==> config.mk <==
export PLATFORM = sky130hd
export DESIGN_NAME = fir_tdm_mc
export DESIGN_NICKNAME = d
export VERILOG_FILES = /design/src/rtl/fir_tdm_mc.sv
export SDC_FILE = /design/constraint.sdc
export NUM_CORES = 2
export LEC_CHECK = 0
export ABC_AREA = 1
export BUFFER_PORTS_ARGS = -buffer_cell sky130_fd_sc_hd__buf_4
export CORE_ASPECT_RATIO = 2
export CORE_MARGIN = 4
export CORE_UTILIZATION = 55
export CTS_CLUSTER_SIZE = 25
export DETAILED_ROUTE_END_ITERATION = 7
export PLACE_DENSITY = 0.74
export SETUP_SLACK_MARGIN = 0.05
export SLEW_MARGIN = 20
export SYNTH_ARGS = -nofsm -noshare
export SYNTH_HDL_FRONTEND = slang
export SYNTH_SLANG_ARGS = --single-unit
==> constraint.sdc <==
create_clock -name clk -period 8.6 [get_ports clk]
set_clock_uncertainty 0.05 [all_clocks]
set_input_delay 1.29 -clock clk [delete_from_list [all_inputs] [get_ports clk]]
set_output_delay 1.29 -clock clk [all_outputs]
set_load 0.01 [all_outputs]
==> src/rtl/fir_tdm_mc.sv <==
// Time-multiplexed multi-channel FIR: one shared MAC, per-channel circular delay lines,
// runtime-loadable coefficients, ready/valid on both sides, round + saturate on output.
module fir_tdm_mc #(
  parameter int N_TAPS      = 16,
  parameter int N_CH        = 2,
  parameter int IN_WIDTH    = 16,
  parameter int IN_FRAC     = 11,
  parameter int COEFF_WIDTH = 16,
  parameter int COEFF_FRAC  = 14,
  parameter int OUT_WIDTH   = 16,
  parameter int OUT_FRAC    = 14,
  parameter int ACC_WIDTH   = IN_WIDTH + COEFF_WIDTH + $clog2(N_TAPS),
  parameter bit ROUND_EN    = 1'b1,
  parameter int CH_W        = (N_CH > 1) ? $clog2(N_CH) : 1,
  parameter int TAP_W       = $clog2(N_TAPS)
) (
  input  logic                   clk,
  input  logic                   rst,
  input  logic                   in_valid,
  output logic                   in_ready,
  input  logic [CH_W-1:0]        in_ch,
  input  logic [IN_WIDTH-1:0]    sample_in,
  output logic                   out_valid,
  input  logic                   out_ready,
  output logic [CH_W-1:0]        out_ch,
  output logic [OUT_WIDTH-1:0]   sample_out,
  output logic                   out_sat,
  input  logic                   coef_we,
  input  logic [TAP_W-1:0]       coef_addr,
  input  logic [COEFF_WIDTH-1:0] coef_data,
  output logic                   coef_ready,
  input  logic                   flush,
  output logic                   busy
);
  localparam int SHIFT = IN_FRAC + COEFF_FRAC - OUT_FRAC;
  localparam int PW    = IN_WIDTH + COEFF_WIDTH;
  localparam int TW    = ACC_WIDTH + 1;
  localparam logic [TAP_W-1:0] TAP_LAST = TAP_W'(N_TAPS - 1);
  localparam logic [CH_W-1:0]  CH_LAST  = CH_W'(N_CH - 1);
  localparam logic signed [TW-1:0] RND  = ROUND_EN ? TW'(longint'(1) <<< (SHIFT - 1)) : '0;
  localparam logic signed [TW-1:0] OMAX = TW'((longint'(1) <<< (OUT_WIDTH - 1)) - 1);
  localparam logic signed [TW-1:0] OMIN = TW'(-(longint'(1) <<< (OUT_WIDTH - 1)));

  generate
    if (SHIFT < 1) begin : g_shift_chk
      $error("fir_tdm_mc: IN_FRAC+COEFF_FRAC-OUT_FRAC must be >= 1");
    end
    if (N_TAPS < 2) begin : g_taps_chk
      $error("fir_tdm_mc: N_TAPS must be >= 2");
    end
  endgenerate

  typedef enum logic [2:0] {CLEAR, IDLE, MAC, FMT, OUT} state_t;
  state_t state, state_n;

  logic signed [IN_WIDTH-1:0]    dl   [N_CH][N_TAPS];
  logic signed [COEFF_WIDTH-1:0] coef [N_TAPS];
  logic [TAP_W-1:0]              wptr [N_CH];
  logic [TAP_W-1:0]              clr_tap, k, rd_idx, wp;
  logic [CH_W-1:0]               clr_ch, ch;
  logic signed [ACC_WIDTH-1:0]   acc;
  logic signed [PW-1:0]          prod;
  logic signed [TW-1:0]          t, y;
  logic [OUT_WIDTH-1:0]          y_sat;
  logic                          sat_n, ch_ok, coef_ok, accept, clr_last, k_last;

  assign ch_ok    = {1'b0, in_ch} < (CH_W + 1)'(N_CH);
  assign coef_ok  = {1'b0, coef_addr} < (TAP_W + 1)'(N_TAPS);
  assign accept   = (state == IDLE) && in_valid && !flush;
  assign clr_last = (clr_tap == TAP_LAST) && (clr_ch == CH_LAST);
  assign k_last   = (k == TAP_LAST);

  // Newest sample sits at wptr (not yet advanced), so tap k reads wptr-k modulo N_TAPS.
  assign wp     = wptr[ch];
  assign rd_idx = (wp >= k) ? (wp - k) : (wp + TAP_W'(N_TAPS) - k);
  assign prod   = PW'(dl[ch][rd_idx]) * PW'(coef[k]);
  assign t      = TW'(acc) + RND;
  assign y      = t >>> SHIFT;

  always_comb begin
    sat_n = 1'b0;
    y_sat = y[OUT_WIDTH-1:0];
    if (y > OMAX) begin
      sat_n = 1'b1;
      y_sat = OMAX[OUT_WIDTH-1:0];
    end else if (y < OMIN) begin
      sat_n = 1'b1;
      y_sat = OMIN[OUT_WIDTH-1:0];
    end
  end

  always_ff @(posedge clk) begin
    if (rst) state <= CLEAR;
    else     state <= state_n;
  end

  always_comb begin
    state_n = state;
    unique case (state)
      CLEAR:   if (clr_last) state_n = IDLE;
      IDLE:    if (flush) state_n = CLEAR;
               else if (in_valid && ch_ok) state_n = MAC;
      MAC:     if (k_last) state_n = FMT;
      FMT:     state_n = OUT;
      OUT:     if (out_ready) state_n = IDLE;
      default: state_n = CLEAR;
    endcase
  end

  always_comb begin
    in_ready   = (state == IDLE);
    coef_ready = (state == IDLE);
    busy       = (state != IDLE);
    out_valid  = (state == OUT);
  end

  // Delay-line storage has no reset; CLEAR sweeps it after every reset or flush.
  always_ff @(posedge clk) begin
    if (state == CLEAR)         dl[clr_ch][clr_tap] <= '0;
    else if (accept && ch_ok)   dl[in_ch][wptr[in_ch]] <= sample_in;
  end

  always_ff @(posedge clk) begin
    if (rst) begin
      clr_tap    <= '0;
      clr_ch     <= '0;
      k          <= '0;
      ch         <= '0;
      acc        <= '0;
      sample_out <= '0;
      out_ch     <= '0;
      out_sat    <= 1'b0;
      for (int i = 0; i < N_TAPS; i++) coef[i] <= '0;
      for (int i = 0; i < N_CH; i++)   wptr[i] <= '0;
    end else begin
      unique case (state)
        CLEAR: begin
          for (int i = 0; i < N_CH; i++) wptr[i] <= '0;
          if (clr_last) begin
            clr_tap <= '0;
            clr_ch  <= '0;
          end else if (clr_tap == TAP_LAST) begin
            clr_tap <= '0;
            clr_ch  <= clr_ch + CH_W'(1);
          end else begin
            clr_tap <= clr_tap + TAP_W'(1);
          end
        end
        IDLE: begin
          if (coef_we && coef_ok) coef[coef_addr] <= coef_data;
          if (accept && ch_ok) begin
            ch  <= in_ch;
            acc <= '0;
            k   <= '0;
          end
        end
        MAC: begin
          acc <= acc + ACC_WIDTH'(prod);
          if (k_last) begin
            k        <= '0;
            wptr[ch] <= (wp == TAP_LAST) ? '0 : wp + TAP_W'(1);
          end else begin
            k <= k + TAP_W'(1);
          end
        end
        FMT: begin
          sample_out <= y_sat;
          out_sat    <= sat_n;
          out_ch     <= ch;
        end
        default: ;
      endcase
    end
  end
endmodule
==> summary.txt <==
GPL Wtd Cong: 1.05
Skew-Pair Late Insertion Delay: 710 ps
total power: 14.3 mW
Post-Syn Area: 48400 µm²
DRT Pass-1 Iters: 6
drt total wl: 137 mm
status: finished clean
startpoint types: flop
total grt overflow: 0
Cells on Worst Hold Path: 2
DRC viols: 0
initial detailed-routing violation count: 3245
die height: 427 µm
die width: 218 µm
syn_nets: 5202
sequential share of the synthesized area: 51.1%
number of setup violations in the final report: 0
pwr/cell area: 267 nW/µm²
Die Area: 93100 µm²
Antenna Cells: 0
Tcrit/Tclk final: 95.9%
share of cells above drive strength 1: 10.5%
Pins Over Slew Limit: 0
Synth area leader: edfxtp_1
CTS HTree Levels: 3
layout net count: 5299
Hold Path End: sample_out[0]
ys async rst share: 0%
Max clock buf depth: 3
largest fanout on the critical path: 36
Core ar.: 87100 µm²
min Tclk post-route: 8250 ps
most frequent cell after synthesis: nand2_1
Synth Flop Type: edfxtp_1
Worst Setup End Kind: flop
detailed-route wire length per cell: 22.7 µm
fmax: 121 MHz
Syn Area/Cell: 10.2 µm²
Final Hold Slack: 421 ps
global-route wire length before repair: 208 mm
RSZ-0062 raised after global routing: true
final hold violations: 0
initial antenna violation count: 2
slew margin rel.: 25.9%
R2R depth: 36
P&R area growth vs syn: 10.5%
Worst Tran Pin Value: 1110 ps
Reg-to-Reg End: acc[20]
Post-synth top cells: nand2_1, edfxtp_1, inv_1
Vias per Instance: 5.76
CTS clk-pin slew, worst paths: 80 ps
Min-Delay Path Class: reg2reg
Starting Density: 55.6%
Clock Sinks: 848
Register Area: 24800 µm²
Row Count: 153
I/O pins: 65
Routed Antenna Nets: 0
yosys warns: 0
vias: 34800
Post-Synthesis Cells: 4727
Synth top area share: 48.2%
gr usage total: 29.6%
Worst VDD drop: 0.283 mV
Crit-path slowest cell: fa_1
Required @ worst endpoint: 9130 ps
critical path type: reg2reg
max-cap violations: 0
Final HPWL DP: 96.0 mm
Yosys reg bits: 848
CP peak stage delay: 550 ps
reg-to-reg slack, setup: 350 ps
Crit path top cell by count: fa_1
total CTS buffers: 74
Synth cell types: 56
fillers: 7028
multi-input logic area: 20200 µm²
TritonCTS clock tree: yes
vias in the first global route: 36000
largest net degree at the start of global routing: 228
# port buffers: 64
Synth area leaders: edfxtp_1, fa_1, nand2_1
Worst Path Arrival: 8780 ps
Leak: 22.6 nW
worst hold start: sample_out[0]
CTS root buf: clkbuf_16
Post-synth EDFFs: 776
[logic make-up after synthesis]
group                    count (synthesis)  share of synthesized area [%]
adder cells (fa/ha/maj)                432                           16.1
buffers and inverters                  880                           7.44
multiplexers                            60                           1.27
AO/OA/AOI/OAI                          756                           9.40
XOR/XNOR                                18                          0.326
AND/OR/NAND/NOR                       1733                           14.4
flip-flops                             848                           51.1
[worst max path at each step]
| stage | startpoint | endpoint | slack [ps] |
|---|---|---|---|
| 6_report | flop | acc[20] | 350 |
| 5_1_grt | flop | acc[27] | 40 |
| 4_1_cts | flop | acc[20] | 120 |
| 3_5_place_dp | flop | acc[20] | -30 |
| 3_3_place_gp | flop | acc[20] | 40 |
| 2_1_floorplan | flop | acc[35] | 570 |
[worst max-delay path, delay by kind of cell, from the launching register on]
family                     cells  cell delay (ps)
adders and majority gates      9             4110
DFF                            1              430
buffers and inverters         12             1220
AOI/OAI and AO/OA              6             1040
and+or+nand+nor                9             1280
[placed cells by master, fill, tap and decap left out, types with 8 or more instances in the layout]
master	instances
buf_4	227
a21oi_2	17
a21oi_1	365
o21ai_2	9
nand3_1	174
mux2_2	13
edfxtp_1	776
inv_2	24
clkbuf_16	74
o311ai_0	20
clkinv_1	10
a32o_1	38
o21ai_0	142
xor2_1	10
nand2_2	12
buf_12	19
fa_1	313
ha_1	113
mux2i_1	47
nor2_2	29
a22oi_1	66
clkinvlp_4	8
clkinv_2	16
clkbuf_1	13
nand2_1	933
dfxtp_1	70
or2_2	9
inv_1	622
o211ai_1	53
nor2_1	535
[metrics by stage]
| stage | setup TNS, ps | setup WS [ps] | std cells | utilization [%] | area, µm² |
|---|---|---|---|---|---|
| floorplan | 0 | 570 | 4727 | - | 48400 |
| global placement | 0 | 35.5 | 5909 | 58.4 | 50900 |
| detailed placement | -29.7 | -29.7 | 5909 | 58.4 | 50900 |
| CTS | 0 | 124 | 6043 | 61.2 | 53300 |
| global route | 0 | 41.9 | 6044 | 61.4 | 53500 |
| finish | 0 | 350 | 6044 | 61.4 | 53500 |
[registers in the layout, summed over array words and instances (netlist names), named ones only]
signal,count
coef,256
acc,36
k,4
out_sat,1
clr_ch,1
state,3
ch,1
dl,512
clr_tap,4
wptr,8
sample_out,16
out_ch,1
[where the power goes]
part           internal (mW)  switching (mW)  leakage [nW]  total [mW]
sequential              4.52          0.0188          8.75        4.54
combinational           2.23            4.13          12.7        6.36
clock                   1.83            1.57          1.17        3.40
total                   8.58            5.72          22.6        14.3
[area by class of cell]
| class | instances | area share (%) |
|---|---|---|
| clock buffer | 88 | 3.58 |
| multi-input combinational | 2999 | 37.9 |
| sequential | 848 | 46.3 |
| tap | 1162 | 2.72 |
| timing repair buffer | 248 | 3.97 |
| inverter | 653 | 4.61 |
| clock inverter | 46 | 0.948 |
[per-layer routing]
metal,vias up,GRT usage (%),routed length [µm],part of all wire (%)
met5,-,0,8,0.0058
met4,2,20.7,11400,8.3
met3,513,4.73,8750,6.4
met2,1503,53.6,71700,52
met1,17000,31.2,45000,33
li1,15800,-,-,-
[repair_timing]
action                                  in CTS  in global routing
endpoints found under the setup margin       2                 22
setup buffers                                0                  1
resized for setup                            1                 42
pin swaps                                    0                  4
hold buffers                                 0                  0
(Power assumes the default switching activity.)
